==> src/rtl/rrat_retire_map_pkg.sv <==
// Shared types, default sizing and pointer helpers for the retirement RAT slice.
package rrat_retire_map_pkg;

   localparam int unsigned DEF_N           = 2;
   localparam int unsigned DEF_ARCH_REG_SZ = 32;
   localparam int unsigned DEF_PHYS_REG_SZ = 64;

   localparam int unsigned ARN_W = $clog2(DEF_ARCH_REG_SZ);
   localparam int unsigned PRN_W = $clog2(DEF_PHYS_REG_SZ);
   localparam int unsigned FL_SZ = DEF_PHYS_REG_SZ - DEF_ARCH_REG_SZ;
   localparam int unsigned FL_W  = $clog2(FL_SZ);

   typedef logic [ARN_W-1:0] arn_t;
   typedef logic [PRN_W-1:0] prn_t;

   typedef struct packed {
      logic valid;
      arn_t arn;
      prn_t prn;
      logic mispred;
   } rrat_commit_packet_t;

   typedef struct packed {
      logic [DEF_ARCH_REG_SZ-1:0][PRN_W-1:0] entries;
      logic [FL_W-1:0]                       head;
      logic [FL_W-1:0]                       tail;
   } rrat_snapshot_t;

   // Circular pointer advance with an explicit modulo so non-power-of-two
   // depths wrap correctly instead of relying on bit truncation.
   function automatic int unsigned wrap_add(input int unsigned ptr,
                                            input int unsigned inc,
                                            input int unsigned size);
      return (ptr + inc) % size;
   endfunction

endpackage

==> src/rtl/rrat_retire_map_free_fifo.sv <==
// Retired-state free list: circular queue with up to N pops and N pushes per
// cycle. Pops and pushes are given as counts; slot k of pop_data/push_data is
// the k-th entry from head/tail respectively.
module rrat_free_fifo
   import rrat_retire_map_pkg::*;
#(
   parameter int unsigned N      = DEF_N,
   parameter int unsigned FL_SZ  = DEF_PHYS_REG_SZ - DEF_ARCH_REG_SZ,
   parameter int unsigned PRN_W  = $clog2(DEF_PHYS_REG_SZ),
   parameter int unsigned BASE   = DEF_ARCH_REG_SZ,
   localparam int unsigned FL_W  = $clog2(FL_SZ),
   localparam int unsigned CNT_W = $clog2(N + 1)
) (
   input  logic                        clock,
   input  logic                        reset,
   input  logic [CNT_W-1:0]            pop_cnt,
   input  logic [CNT_W-1:0]            push_cnt,
   input  logic [N-1:0][PRN_W-1:0]     push_data,
   output logic [N-1:0][PRN_W-1:0]     pop_data,
   output logic [FL_SZ-1:0][PRN_W-1:0] entries,
   output logic [FL_W-1:0]             head,
   output logic [FL_W-1:0]             tail
);

   logic [FL_SZ-1:0][PRN_W-1:0] entries_q;
   logic [FL_W-1:0]             head_q;
   logic [FL_W-1:0]             tail_q;

   // Peek the next N entries starting at head.
   always_comb begin
      pop_data = '0;
      for (int unsigned k = 0; k < N; k++) begin
         pop_data[k] = entries_q[FL_W'(wrap_add(32'(head_q), k, FL_SZ))];
      end
   end

   // Queue storage and pointer update; reset fills with the initially free prns.
   always_ff @(posedge clock or posedge reset) begin
      if (reset) begin
         for (int unsigned k = 0; k < FL_SZ; k++) begin
            entries_q[k] <= PRN_W'(BASE + k);
         end
         head_q <= '0;
         tail_q <= '0;
      end else begin
         for (int unsigned k = 0; k < N; k++) begin
            if (CNT_W'(k) < push_cnt) begin
               entries_q[FL_W'(wrap_add(32'(tail_q), k, FL_SZ))] <= push_data[k];
            end
         end
         head_q <= FL_W'(wrap_add(32'(head_q), 32'(pop_cnt), FL_SZ));
         tail_q <= FL_W'(wrap_add(32'(tail_q), 32'(push_cnt), FL_SZ));
      end
   end

   assign entries = entries_q;
   assign head    = head_q;
   assign tail    = tail_q;

endmodule

==> src/rtl/rrat_retire_map.sv <==
// Retirement RAT with retired-state free list for N commit lanes. Records
// arn->prn per retiring lane, recycles the previous mapping through the free
// list, and pulses squash with the updated snapshot after a mispredict retires.
module rrat_retire_map
   import rrat_retire_map_pkg::*;
#(
   parameter int unsigned N           = DEF_N,
   parameter int unsigned ARCH_REG_SZ = DEF_ARCH_REG_SZ,
   parameter int unsigned PHYS_REG_SZ = DEF_PHYS_REG_SZ,
   localparam int unsigned ARN_W      = $clog2(ARCH_REG_SZ),
   localparam int unsigned PRN_W      = $clog2(PHYS_REG_SZ),
   localparam int unsigned FL_SZ      = PHYS_REG_SZ - ARCH_REG_SZ,
   localparam int unsigned FL_W       = $clog2(FL_SZ)
) (
   input  logic                     clock,
   input  logic                     reset,
   input  logic [N-1:0]             commit_valid,
   input  logic [N*ARN_W-1:0]       commit_arn,
   input  logic [N*PRN_W-1:0]       commit_prn,
   input  logic [N-1:0]             commit_mispred,
   output logic [ARCH_REG_SZ*PRN_W-1:0] rrat_entries,
   output logic [N-1:0]             release_valid,
   output logic [N*PRN_W-1:0]       release_prn,
   output logic [FL_W-1:0]          fl_head,
   output logic [FL_W-1:0]          fl_tail,
   output logic [FL_SZ*PRN_W-1:0]   fl_entries,
   output logic                     squash,
   output logic                     desync
);

   localparam int unsigned CNT_W = $clog2(N + 1);
   localparam int unsigned IDX_W = (N > 1) ? $clog2(N) : 1;

   logic [ARCH_REG_SZ-1:0][PRN_W-1:0] map_q;
   logic [ARCH_REG_SZ-1:0][PRN_W-1:0] map_n;
   logic [N-1:0]                      rel_valid_q;
   logic [N-1:0]                      rel_valid_n;
   logic [N-1:0][PRN_W-1:0]           rel_prn_q;
   logic [N-1:0][PRN_W-1:0]           rel_prn_n;
   logic                              squash_q;
   logic                              squash_n;
   logic                              desync_q;
   logic                              desync_hit;

   logic [CNT_W-1:0]                  op_cnt;
   logic [N-1:0][PRN_W-1:0]           push_data;
   logic [N-1:0][PRN_W-1:0]           pop_data;
   logic [FL_SZ-1:0][PRN_W-1:0]       fifo_entries;

   // Walk lanes in order: stop at the first gap or after a mispredicting lane.
   // The working map copy forwards same-cycle writes to later lanes, and each
   // non-zero lane takes the next free-list slot in order.
   always_comb begin
      logic              run;
      logic [ARN_W-1:0]  lane_arn;
      logic [PRN_W-1:0]  lane_prn;
      int unsigned       slot;
      map_n       = map_q;
      rel_valid_n = '0;
      rel_prn_n   = '0;
      push_data   = '0;
      squash_n    = 1'b0;
      desync_hit  = 1'b0;
      run         = 1'b1;
      lane_arn    = '0;
      lane_prn    = '0;
      slot        = 0;
      for (int unsigned i = 0; i < N; i++) begin
         lane_arn = commit_arn[i*ARN_W +: ARN_W];
         lane_prn = commit_prn[i*PRN_W +: PRN_W];
         if (run && commit_valid[i]) begin
            if (lane_arn != '0) begin
               rel_valid_n[i]                 = 1'b1;
               rel_prn_n[i]                   = map_n[lane_arn];
               push_data[IDX_W'(slot)]        = map_n[lane_arn];
               if (pop_data[IDX_W'(slot)] != lane_prn) begin
                  desync_hit = 1'b1;
               end
               map_n[lane_arn] = lane_prn;
               slot            = slot + 1;
            end
            if (commit_mispred[i]) begin
               squash_n = 1'b1;
               run      = 1'b0;
            end
         end else begin
            run = 1'b0;
         end
      end
      op_cnt = CNT_W'(slot);
   end

   // Retired map, release report, squash pulse and sticky desync flag.
   always_ff @(posedge clock or posedge reset) begin
      if (reset) begin
         for (int unsigned i = 0; i < ARCH_REG_SZ; i++) begin
            map_q[i] <= PRN_W'(i);
         end
         rel_valid_q <= '0;
         rel_prn_q   <= '0;
         squash_q    <= 1'b0;
         desync_q    <= 1'b0;
      end else begin
         map_q       <= map_n;
         rel_valid_q <= rel_valid_n;
         rel_prn_q   <= rel_prn_n;
         squash_q    <= squash_n;
         desync_q    <= desync_q | desync_hit;
      end
   end

   rrat_free_fifo #(
      .N     (N),
      .FL_SZ (FL_SZ),
      .PRN_W (PRN_W),
      .BASE  (ARCH_REG_SZ)
   ) u_free_fifo (
      .clock     (clock),
      .reset     (reset),
      .pop_cnt   (op_cnt),
      .push_cnt  (op_cnt),
      .push_data (push_data),
      .pop_data  (pop_data),
      .entries   (fifo_entries),
      .head      (fl_head),
      .tail      (fl_tail)
   );

   assign rrat_entries  = map_q;
   assign release_valid = rel_valid_q;
   assign release_prn   = rel_prn_q;
   assign fl_entries    = fifo_entries;
   assign squash        = squash_q;
   assign desync        = desync_q;

endmodule
==> config.mk <==
export PLATFORM = sky130hd
export DESIGN_NAME = rrat_retire_map
export DESIGN_NICKNAME = d
export VERILOG_FILES = /design/src/rtl/rrat_retire_map_pkg.sv /design/src/rtl/rrat_retire_map_free_fifo.sv /design/src/rtl/rrat_retire_map.sv
export SDC_FILE = /design/constraint.sdc
export NUM_CORES = 2
export LEC_CHECK = 0
export ABC_AREA = 1
export ABC_CLOCK_PERIOD_IN_PS = 6950
export CORE_MARGIN = 2
export CORE_UTILIZATION = 30
export CTS_CLUSTER_SIZE = 10
export DETAILED_ROUTE_END_ITERATION = 7
export PLACE_DENSITY_LB_ADDON = 0.08
export SLEW_MARGIN = 15
export SYNTH_ARGS = -nofsm -noshare
export SYNTH_HDL_FRONTEND = slang
export SYNTH_HIERARCHICAL = 1
export SYNTH_SLANG_ARGS = --single-unit
==> constraint.sdc <==
create_clock -name clock -period 6.95 [get_ports clock]
set_clock_uncertainty 0.05 [all_clocks]
set_input_delay 1.39 -clock clock [delete_from_list [all_inputs] [get_ports clock]]
set_output_delay 1.39 -clock clock [all_outputs]
set_load 0.03 [all_outputs]
* Word-level counts from Yosys, hierarchy flattened
Cells that the tools add are included.
Widths: inputs -> output; s select.
** Word-level totals
- Flip-flop bits (word level) :: 410
- Bits of input ports :: 28
- Output and inout port bits :: 410
- Word-level logic and storage cells :: 158
** Cells by class
- Add/sub/neg operators :: 5
- Magnitude comparators :: 14
- Equal/unequal tests :: 2
- Multiplexer cells :: 57
- Bitwise gates (word level) :: 1
- Reduce and logical (&&, ||, !) cells :: 8
** Operators with widths (number)
- $mux 192 :: 6
- $bwmux 192 :: 4
- $bmux 6 s5 :: 4
- $demux 6 s5 :: 4
- $mux 6 :: 15
- $lt 5x6->1 const B :: 6
- $mux 12 :: 2
- $ge 5x1->1 const B :: 4
- $mux 1 :: 18
- $bwmux 12 :: 1
- $ne 6x6->1 :: 2
- $add 5x1->5 const B :: 2
- $add 5x2->5 :: 2
- $reduce_bool 5->1 :: 2
- $demux 6 s1 :: 1
- $logic_and 1x1->1 :: 6
- $lt 1x2->1 const A :: 2
- $mux 2 :: 2
- $add 1x1->2 const B :: 1
- $lt 1x2->1 const B :: 1
- $ge 1x1->1 const B :: 1
- $or 1x1->1 :: 1

* Depth between registers and ports, before layout
- Depth after elaboration :: 16
- Depth in mapped cells :: 21
- Depth with buffers taken out :: 19

* Modules after synthesis
Netlist, hierarchy kept.
** Modules (own cells, without submodules)
- rrat_free_fifo :: instances 1, cells each 2305, area each 14272.4 um^2, sequential area each 5195.0 um^2
- rrat_retire_map :: instances 1, cells each 2077, area each 13842.0 um^2, sequential area each 5305.1 um^2

* Worst setup path after synthesis
No wires, ideal clock.
- Path type :: input -> register
- Start point :: input commit_arn[1]
- End point :: register u_free_fifo.entries_q, in the netlist u_free_fifo/entries[104]
- Setup time :: 0.133 ns
- Data arrival time :: 3.664 ns
- Setup slack :: 3.103 ns
- Cell stages on the path :: 17
- Buffers on the path :: 3
- Cells stage by stage :: buf_2 > nor2_2 > buf_2 > nand2_1 > nand2_2 > inv_2 > ha_1 > nand2_1 > o21ai_0 > nor2_1 > nor2_1 > nand2_1 > clkbuf_1 > nand2_1 > o21ai_0 > nand2_1 > o21ai_0
** RTL lines
- start, declared :: line rrat_retire_map.sv:18 : input logic [N*ARN_W-1:0] commit_arn,
- $reduce_bool 5->1 (*) :: line rrat_retire_map.sv:72 : if (lane_arn != '0) begin
- $mux 1 (*) :: line rrat_retire_map.sv:72
- $mux 1 (*) :: line rrat_retire_map.sv:71 : if (run && commit_valid[i]) begin
- $add 1x1->2 :: line rrat_retire_map.sv:80 : slot = slot + 1;
- $mux 2 :: line rrat_retire_map.sv:72
- $mux 2 (*) :: line rrat_retire_map.sv:71
- named net op_cnt[0] :: line rrat_retire_map.sv:45 : logic [CNT_W-1:0] op_cnt;
- $lt 1x2->1 :: line rrat_retire_map_free_fifo.sv:47 : if (CNT_W'(k) < push_cnt) begin
- $mux 192 :: line rrat_retire_map_free_fifo.sv:47
- $bwmux 192 :: line rrat_retire_map_free_fifo.sv:48 : entries_q[FL_W'(wrap_add(32'(tail_q), k, FL_SZ))] <= push_data[k];
- $mux 192 (*) :: line rrat_retire_map_free_fifo.sv:47
- end signal, assigned by index :: line rrat_retire_map_free_fifo.sv:41 : entries_q[k] <= PRN_W'(BASE + k);
- end signal, assigned by index :: line rrat_retire_map_free_fifo.sv:48
- end, declared :: line rrat_retire_map_free_fifo.sv:25 : logic [FL_SZ-1:0][PRN_W-1:0] entries_q;
Mark *: on every way through the listed nets, which the timed path passes. The rest lies on a longest branch. The select of a mux whose other input is x is not followed.

* Final worst setup path
- Start point :: input commit_arn[3]
- End point :: register u_free_fifo.entries_q, in the netlist u_free_fifo/entries[97]
Same word-level chain as after synthesis.

==> impl_metrics.toml <==
[timing]
report.final.slew_viol_count = 0
whs_ps = 415
fmax_mhz = 183
tns_ps = 0
tightest_slew_ps = 1230
finalSetupViolCount = 0
rsz0062_at_grt = "false"
hold_violations = 0
post-route-min-period_ps = 5480
period_share = 0.788
maxSlewHeadroom = 0.177

[finish]
fillers = 10100
stdcell_area_mm2 = 0.0353
drive_gt1_frac = 0.0896
final_core_util = 0.379
diodes = 0
layout_common_cells = "nand2_1, nand3_1, o21ai_0"
layout.nets = 4693
multi_input_area_mm2 = 0.0149
regArea_mm2 = 0.0105
area_growth_pct = 25.5
layout_commonest_cell = "nand2_1"

[placement]
placed_area_mm2 = 0.0336
portBuffers = 437
place.detailed.hpwl_um = 111000
gp_congestion = 0.984

[floorplanning]
rows = 112
die_area_mm2 = 0.0962
pin_count = 438
initial_utilization = 0.302
fp.dieW_um = 310
coreArea_mm2 = 0.0930
dieHeight_um = 310

[setup_path]
r2r-start = "u_free_fifo/head[0]"
cpMostUsedCell = "nand2_1"
rr_endpoint = "desync"
worstPathCellList = "clkdlybuf4s50_1, inv_1, nand2_1, nor2_2, nand2_1, nand2_2, inv_2, ha_1, nand2_1, o21ai_0, nor2_1, nor2_2, nand2_1, nand2_1, o21ai_0, nand2_1, o21ai_0"
ff2ff_path_depth = 13
worst_setup_path_start_kind = "input port"
rrSetupSlack_ps = 2700
endpoint_kind = "flip-flop"
crit_path_max_incr_delay_ps = 780
crit_arrival_ps = 5920
slowest_stage = "nor2_2"
required_ps = 7390
crit_fanout = 19
critPathKind = "in2reg"

[synthesis]
synthCells = 4382
yosysUniqueCellTypes = 45
syn_area_per_cell_um2 = 6.42
synthesis.nets = 4418
synth_top_flop_cell = "dfrtp_1"
netlist_area_mm2 = 0.0281
yosysSeqAreaShare = 0.373
async_flop_share = 1.00
synth_seq_cells = 410
ys_warn_count = 6
synth_edf_count = 0

[power]
p_seq_frac = 0.281
p_total_w = 0.0160
swShare = 0.508
power.leakage_nw = 15.5
p_per_area_mw_per_mm2 = 453
comb_power_share = 0.542
intPower_w = 0.00786
switching_power_w = 0.00812
vdd_ir_drop_max_mv = 0.362
power_frac_clock = 0.177

[hold_path]
worstHoldStart = "rrat_entries[4]"
holdPathStages = 0
hold_path.class = "reg2reg"
min_to = "rrat_entries[4]"

[route]
initialDrtViolationCount = 3634
wire_per_inst_um = 26.0
postRouteWirelength_um = 155000
ant_nets = 0
post-route-drc-count = 0
viasPerCell = 5.42
firstDrtPassIters = 6
vias = 32300

[outcome]
status = "complete, no violations"

[clocking]
cts_root_buf = "clkbuf_16"
cts_buffer_depth = 3
cts_tree = "done"
post_cts_buffers = 0
htreeDepth = 2
clkLatencyLatePin_ps = 640
hold_buffers = 0
cts-buffers-inserted = 53
cts_repair_resize_count = 0
cts_num_sinks = 410
clkSlewWorstSetupHoldPaths_ps = 50

[grt]
grt_util_all_layers = 0.313
grt_pass1_wl_um = 219000
grt_max_degree = 149
grt_pass1_vias = 30000
antenna_found_initial = 2
overflow = 0

[flow_run]
drv_cap = 0
synthesized netlist by cell type, types with 2 or more instances:
cell type / number / share of area
nand4_1: 9 / 0.0020
clkbuf_1: 210 / 0.028
a221oi_1: 6 / 0.0019
nand3_1: 548 / 0.098
nand2_2: 3 / 0.00067
nor3_1: 7 / 0.0012
clkinv_1: 4 / 0.00053
a22oi_1: 42 / 0.011
nor2_1: 188 / 0.025
o211ai_1: 41 / 0.011
nor4_1: 2 / 0.00044
nand3_2: 3 / 0.0011
inv_2: 8 / 0.0011
a21oi_1: 190 / 0.034
dfstp_2: 192 / 0.18
nor2_4: 6 / 0.0024
buf_4: 5 / 0.0013
a211oi_1: 4 / 0.0011
nor3_4: 2 / 0.0012
inv_1: 394 / 0.053
dfrtp_1: 218 / 0.19
xnor2_1: 4 / 0.0012
a31oi_1: 4 / 0.00089
buf_6: 5 / 0.0020
or2_0: 2 / 0.00044
or2_2: 10 / 0.0022
fa_1: 2 / 0.0014
o21ai_0: 530 / 0.094
xor2_1: 15 / 0.0047
ha_1: 6 / 0.0027
o21ai_1: 13 / 0.0023
nand2_1: 1560 / 0.21
o22ai_1: 36 / 0.0080
nor2_2: 12 / 0.0027
buf_1: 11 / 0.0015
o21bai_1: 5 / 0.0013
o221ai_1: 10 / 0.0031
buf_2: 68 / 0.012
worst max path at each step:
stage,from,to,depth (start not counted)
2_1_floorplan,reset,u_free_fifo/entries[0],1
3_3_place_gp,commit_arn[3],u_free_fifo/entries[98],17
3_5_place_dp,commit_arn[3],u_free_fifo/entries[96],17
4_1_cts,commit_arn[3],u_free_fifo/entries[96],17
5_1_grt,commit_arn[4],u_free_fifo/entries[171],16
6_report,commit_arn[3],u_free_fifo/entries[97],17
metrics by stage:
step | cells | setup slack (ps)
after detailed placement | 5856 | 1000
after floorplan | 4382 | 185
after CTS | 5955 | 1640
after global routing | 5955 | 1260
after global placement | 5856 | 1080
final | 5955 | 1470
power groups by stage:
stage	combinational (W)	sequential, W	clock [W]
2_1_floorplan	0.00396	0.00534	0
3_3_place_gp	0.00851	0.00453	0
3_5_place_dp	0.00854	0.00450	0
4_1_cts	0.00858	0.00448	0.00287
5_1_grt	0.00936	0.00456	0.00298
6_report	0.00866	0.00449	0.00283
worst max-delay path, delay by kind of cell:
| family | cells | cell delay (ps) |
|---|---|---|
| fa+ha+maj | 1 | 320 |
| buf+inv | 3 | 1120 |
| compound gates | 3 | 360 |
| simple gates | 10 | 2710 |
area by class of cell:
type,instances,share of cell area
sequential,410,0.298
clock buffer,88,0.0459
clock inverter,11,0.00330
timing repair buffer,521,0.144
tap,1254,0.0445
inverter,406,0.0436
multi-input combinational,3265,0.421
per-layer routing:
metal	GRT usage	wire, um	up-vias
met3	0.0583	14100	349
met4	0.154	8310	4
li1	-	-	14800
met1	0.409	62200	15300
met5	0	23	-
met2	0.496	69900	1830
cells by family (layout without fill, tap and decap cells):
family          after synthesis  after routing  share of synthesized area
flops                       410            410                      0.373
xor+xnor                     19             19                    0.00592
compound gates              882            882                      0.169
buf+inv                     707           1026                     0.0998
fa+ha+maj                     8              8                    0.00409
simple gates               2356           2356                      0.347
registers in the layout, summed over array words and instances (netlist names):
register,cells
u_free_fifo/entries,192
release_valid,2
desync,1
u_free_fifo/head,5
rrat_entries,192
release_prn,12
u_free_fifo/tail,5
squash,1
Power figures use the tool's default switching activity.
